==> config.mk <==
export PLATFORM = sky130hd
export DESIGN_NAME = regbank_wb
export DESIGN_NICKNAME = d
export VERILOG_FILES = /design/src/rtl/regbank_wb_pkg.sv /design/src/rtl/regbank_bypass.sv /design/src/rtl/regbank_wb.sv
export SDC_FILE = /design/constraint.sdc
export NUM_CORES = 2
export LEC_CHECK = 0
export ABC_CLOCK_PERIOD_IN_PS = 3800
export BUFFER_PORTS_ARGS = -buffer_cell sky130_fd_sc_hd__buf_2
export CAP_MARGIN = 20
export CORE_ASPECT_RATIO = 0.7
export CORE_MARGIN = 10
export CORE_UTILIZATION = 30
export CTS_CLUSTER_DIAMETER = 100
export DETAILED_ROUTE_END_ITERATION = 10
export PLACE_DENSITY_LB_ADDON = 0.2
export SLEW_MARGIN = 20
export SYNTH_ARGS = -nofsm -noshare
export SYNTH_HDL_FRONTEND = slang
export SYNTH_HIERARCHICAL = 1
export SYNTH_SLANG_ARGS = --single-unit
==> constraint.sdc <==
create_clock -name clk -period 3.8 [get_ports clk]
set_input_delay 0.38 -clock clk [delete_from_list [all_inputs] [get_ports clk]]
set_output_delay 0.38 -clock clk [all_outputs]
set_load 0.01 [all_outputs]
==> src/rtl/regbank_wb_pkg.sv <==
// Shared constants for the writeback register bank.
//   REG_ZERO         : hard-wired zero register number
//   RA_REG           : return-address register written by jal
//   DATA_WIDTH_DEF   : default register width
//   ADDR_WIDTH_DEF   : default register-number width
package regbank_wb_pkg;
  localparam int REG_ZERO       = 0;
  localparam int RA_REG         = 31;
  localparam int DATA_WIDTH_DEF = 32;
  localparam int ADDR_WIDTH_DEF = 5;
endpackage

==> src/rtl/regbank_bypass.sv <==
// Read-priority mux for one register-file read port.
// Priority: register zero, same-cycle writeback, staged write, array.
// Ports:
//   raddr    : register number being read
//   wr_en    : incoming writeback enable (already qualified by reset)
//   waddr    : incoming writeback register number
//   wdata    : incoming writeback data
//   stg_vld  : staging register holds an uncommitted write
//   stg_addr : staged register number
//   stg_data : staged data
//   arr_data : committed array contents at raddr
//   rdata    : resolved read data
module regbank_bypass
  import regbank_wb_pkg::*;
#(
  parameter int DATA_WIDTH = DATA_WIDTH_DEF,
  parameter int ADDR_WIDTH = ADDR_WIDTH_DEF
) (
  input  logic [ADDR_WIDTH-1:0] raddr,
  input  logic                  wr_en,
  input  logic [ADDR_WIDTH-1:0] waddr,
  input  logic [DATA_WIDTH-1:0] wdata,
  input  logic                  stg_vld,
  input  logic [ADDR_WIDTH-1:0] stg_addr,
  input  logic [DATA_WIDTH-1:0] stg_data,
  input  logic [DATA_WIDTH-1:0] arr_data,
  output logic [DATA_WIDTH-1:0] rdata
);

  always_comb begin
    rdata = arr_data;
    if (raddr == ADDR_WIDTH'(REG_ZERO)) begin
      rdata = '0;
    end else if (wr_en && (waddr == raddr)) begin
      rdata = wdata;
    end else if (stg_vld && (stg_addr == raddr)) begin
      rdata = stg_data;
    end
  end

endmodule

==> src/rtl/regbank_wb.sv <==
// MIPS general-purpose register file with a one-deep write staging
// register and full bypass to both read ports and the RA mirror.
// Ports:
//   clk, rst_n          : clock, asynchronous active-low reset
//   we_i/waddr_i/wdata_i: writeback enable, register number, data
//   raddr_a_i/rdata_a_o : read port A (rs)
//   raddr_b_i/rdata_b_o : read port B (rt)
//   ra_o                : bypassed architectural value of RA_REG
//   pend_o              : staging register holds an uncommitted write
module regbank_wb #(
  parameter int DATA_WIDTH = regbank_wb_pkg::DATA_WIDTH_DEF,
  parameter int ADDR_WIDTH = regbank_wb_pkg::ADDR_WIDTH_DEF,
  parameter int RA_REG     = regbank_wb_pkg::RA_REG
) (
  input  logic                  clk,
  input  logic                  rst_n,
  input  logic                  we_i,
  input  logic [ADDR_WIDTH-1:0] waddr_i,
  input  logic [DATA_WIDTH-1:0] wdata_i,
  input  logic [ADDR_WIDTH-1:0] raddr_a_i,
  input  logic [ADDR_WIDTH-1:0] raddr_b_i,
  output logic [DATA_WIDTH-1:0] rdata_a_o,
  output logic [DATA_WIDTH-1:0] rdata_b_o,
  output logic [DATA_WIDTH-1:0] ra_o,
  output logic                  pend_o
);
  import regbank_wb_pkg::*;

  localparam int NREGS = 2 ** ADDR_WIDTH;
  localparam logic [ADDR_WIDTH-1:0] RA_ADDR = ADDR_WIDTH'(RA_REG);

  logic [DATA_WIDTH-1:0] regs [NREGS];

  logic                  vld_p1;
  logic [ADDR_WIDTH-1:0] addr_p1;
  logic [DATA_WIDTH-1:0] data_p1;

  logic                  wr_p0;
  logic                  byp_en;

  // Writes to register zero never enter the staging register.
  assign wr_p0  = we_i && (waddr_i != ADDR_WIDTH'(REG_ZERO));
  // While reset is held the incoming writeback must not leak onto the reads.
  assign byp_en = we_i && rst_n;

  // ---- stage p0 -> p1: capture writeback into the staging register ----
  always_ff @(posedge clk or negedge rst_n) begin
    if (!rst_n) begin
      vld_p1  <= 1'b0;
      addr_p1 <= '0;
      data_p1 <= '0;
    end else begin
      vld_p1 <= wr_p0;
      if (wr_p0) begin
        addr_p1 <= waddr_i;
        data_p1 <= wdata_i;
      end
    end
  end

  // ---- stage p1 -> array: commit the staged write ----
  always_ff @(posedge clk or negedge rst_n) begin
    if (!rst_n) begin
      for (int i = 0; i < NREGS; i++) begin
        regs[i] <= '0;
      end
    end else if (vld_p1) begin
      regs[addr_p1] <= data_p1;
    end
  end

  assign pend_o = vld_p1;

  regbank_bypass #(.DATA_WIDTH(DATA_WIDTH), .ADDR_WIDTH(ADDR_WIDTH)) u_byp_a (
    .raddr    (raddr_a_i),
    .wr_en    (byp_en),
    .waddr    (waddr_i),
    .wdata    (wdata_i),
    .stg_vld  (vld_p1),
    .stg_addr (addr_p1),
    .stg_data (data_p1),
    .arr_data (regs[raddr_a_i]),
    .rdata    (rdata_a_o)
  );

  regbank_bypass #(.DATA_WIDTH(DATA_WIDTH), .ADDR_WIDTH(ADDR_WIDTH)) u_byp_b (
    .raddr    (raddr_b_i),
    .wr_en    (byp_en),
    .waddr    (waddr_i),
    .wdata    (wdata_i),
    .stg_vld  (vld_p1),
    .stg_addr (addr_p1),
    .stg_data (data_p1),
    .arr_data (regs[raddr_b_i]),
    .rdata    (rdata_b_o)
  );

  regbank_bypass #(.DATA_WIDTH(DATA_WIDTH), .ADDR_WIDTH(ADDR_WIDTH)) u_byp_ra (
    .raddr    (RA_ADDR),
    .wr_en    (byp_en),
    .waddr    (waddr_i),
    .wdata    (wdata_i),
    .stg_vld  (vld_p1),
    .stg_addr (addr_p1),
    .stg_data (data_p1),
    .arr_data (regs[RA_ADDR]),
    .rdata    (ra_o)
  );

endmodule
==> out/metrics.csv <==
metric,value,unit
outcome,"complete, no violations",
Overall Global Routing Usage,22.1,%
Final Slew Violations,0,
fmax,0.268,GHz
Post-synth top flop,dfrtp_1,
register bit total from synthesis,1062,
HP Class,in2async,
clock slew at reported path FFs,60,ps
worst skew pair latency,760,ps
reg-to-reg startpoint,pend_o,
Crit Path Max Fanout,47,
CP Capture Type,output pin,
Setup Crit Path Kind,in2out,
GRT Residual Overflow,0,
Critical path destination,rdata_a_o[11],
drt first pass iters,5,
Pwr Density,537,nW/µm²
hold_ws,341,ps
post-synthesis instance total,5358,
IO Pins,147,
Die ar.,223000,µm²
drt total wl,256000,µm
Layout area overhead,15.4,%
clock skew,38.8,ps
R2R setup slack,1020,ps
Mean Syn Cell Area,11.4,µm²
Final HPWL DP,166000,µm
synthesized cell area,61200,µm²
total CTS buffers,110,
number of synthesized flops with an enable pin,0,
Worst EP required,3420,ps
synth warn,6,
pre-CTS WS,-157,ps
measured slew at the worst slew-check pin,1040,ps
"most common cell after layout, fill and taps aside",dfrtp_1,
Clk Tree Root Cell,clkbuf_16,
Critical Path AT,3360,ps
most frequent cells in the layout,"dfrtp_1 (1055), mux2i_1 (1024), mux2_2 (969)",
num rows,138,
peak supply drop,0.353,mV
period utilization,98.4,%
max_cap viols,0,
Worst Reg-to-Reg Cells,4,
# DRC,0,
antenna violations before repair,14,
RSZ-0062 raised after global routing,no,
placer congestion estimate,0.862,
first-pass GRT wire length,365000,µm
vias in the first global route,46500,
clk sinks,1062,
Die X,560,µm
largest net degree at the start of global routing,153,
max_slew headroom,30.5,%
Final Util,34.9,%
vias,47300,
CTS tree,done,
Synth area leader,dfrtp_1,
Final Critical Period,3740,ps
Synth area leaders,"dfrtp_1 (43%), mux2_2 (18%), mux2i_1 (17%), a22oi_1 (2.4%), nand3_1 (2.0%)",
Setup crit start,raddr_a_i[1],
vias per cell,5.72,
Netlist cell types,43,
fin nets,5500,
startpoint types,input pin,
core area,203000,µm²
Yosys top cell area share,43.4,%
Post-DRT Antenna Nets,0,
sequential cell area fraction in the yosys report,43.4,%
share of layout cells above drive strength 1,31.0,%
fillcell total,20000,
initial detailed-routing violation count,4765,
final setup vio count,0,
ys async rst share,100,%
htree depth,3,
die height,398,µm
Pleak,32.5,nW
fin worst setup slack,62.2,ps
Initial Util,30.2,%
worst reg2reg path endpoint,regs[1017],
WL/cell,30.9,µm
final hold violations,0,
worst-case clock buffer depth,3,
Final TNS setup,0,ps
port bufs,146,
==> worst min path at each step <==
stage / start / endpoint / slack [ps] / cells after the start
after floorplan: rst_n / addr_p1[0] / 80 / 0
after global placement: regs[79] / regs[79] / 490 / 1
after detailed placement: regs[73] / regs[73] / 500 / 1
after CTS: rst_n / regs[116] / 330 / 3
after global routing: rst_n / regs[54] / 350 / 3
final: rst_n / regs[116] / 340 / 3
==> where the power goes <==
part / internal [mW] / switching, mW
clock network: 6.66 / 4.94
logic: 4.73 / 4.80
registers: 14.3 / 2.55
total: 25.7 / 12.3
==> final cells by class <==
cell class | count | area [µm²] | share of cell area (%)
multi-input combinational | 3758 | 32200 | 45.6
sequential | 1062 | 26600 | 37.6
timing repair buffer | 517 | 4680 | 6.62
tap | 2730 | 3420 | 4.84
clock buffer | 167 | 3240 | 4.59
clock inverter | 33 | 483 | 0.684
antenna | 3 | 7.51 | 0.0106
inverter | 1 | 3.75 | 0.00531
==> Yosys cell counts (55+ instances only) <==
library cell	number
dfrtp_1	1062
a31oi_1	64
a22o_1	128
a22oi_1	192
a21oi_1	192
buf_4	99
nand3_1	248
buf_2	150
nand2_1	328
o21ai_0	93
mux2_1	55
clkbuf_1	262
mux2i_1	1024
mux2_2	969
nor3_1	160
==> logic make-up after synthesis <==
| logic type | after synthesis | share of synthesized area, % |
|---|---|---|
| flip-flops | 1062 | 43.4 |
| XOR/XNOR | 30 | 0.466 |
| other | 1 | 0.00612 |
| buffers and inverters | 552 | 4.48 |
| multiplexers | 2048 | 35.6 |
| AND/OR/NAND/NOR | 842 | 6.52 |
| AO/OA/AOI/OAI | 823 | 9.54 |
==> repair_timing <==
item                                    4_1_cts  5_1_grt
hold buffers                                 43        0
resized for setup                             3        2
endpoints found under the hold margin        81        0
pin swaps                                     0        0
setup buffers                                 0        0
endpoints found under the setup margin        4        2
==> routing by layer <==
metal | share of wire [%] | up-vias | wire, µm | track usage, %
met3 | 7.3 | 414 | 18600 | 4.64
met2 | 42 | 1817 | 108000 | 32.5
met4 | 3.3 | 4 | 8360 | 6.33
met1 | 47 | 25000 | 121000 | 32.3
li1 | - | 20100 | - | -
met5 | 0.010 | - | 26 | 0
==> state kept, by name, summed over array words and instances, names as in the netlist <==
signal	count
regs	1024
addr_p1	5
pend_o	1
data_p1	32
==> critical path, stage by stage <==
cell and delay, ps:
buf_8 360, buf_12 370, buf_4 340, mux2i_1 120, a22oi_1 210, nand3_1 150, nand3_1 250, o21ai_0 180
a211oi_2 520, buf_4 210, buf_2 130
==> through the flow <==
| stage | total power [mW] | instance area [µm²] | cells |
|---|---|---|---|
| floorplan | 22.6 | 61300 | 5372 |
| global placement | 26.1 | 66500 | 8025 |
| detailed placement | 26.3 | 66500 | 8025 |
| CTS | 38.0 | 70600 | 8268 |
| global route | 39.8 | 70600 | 8269 |
| finish | 38.0 | 70600 | 8271 |
(Power assumes the default switching activity.)
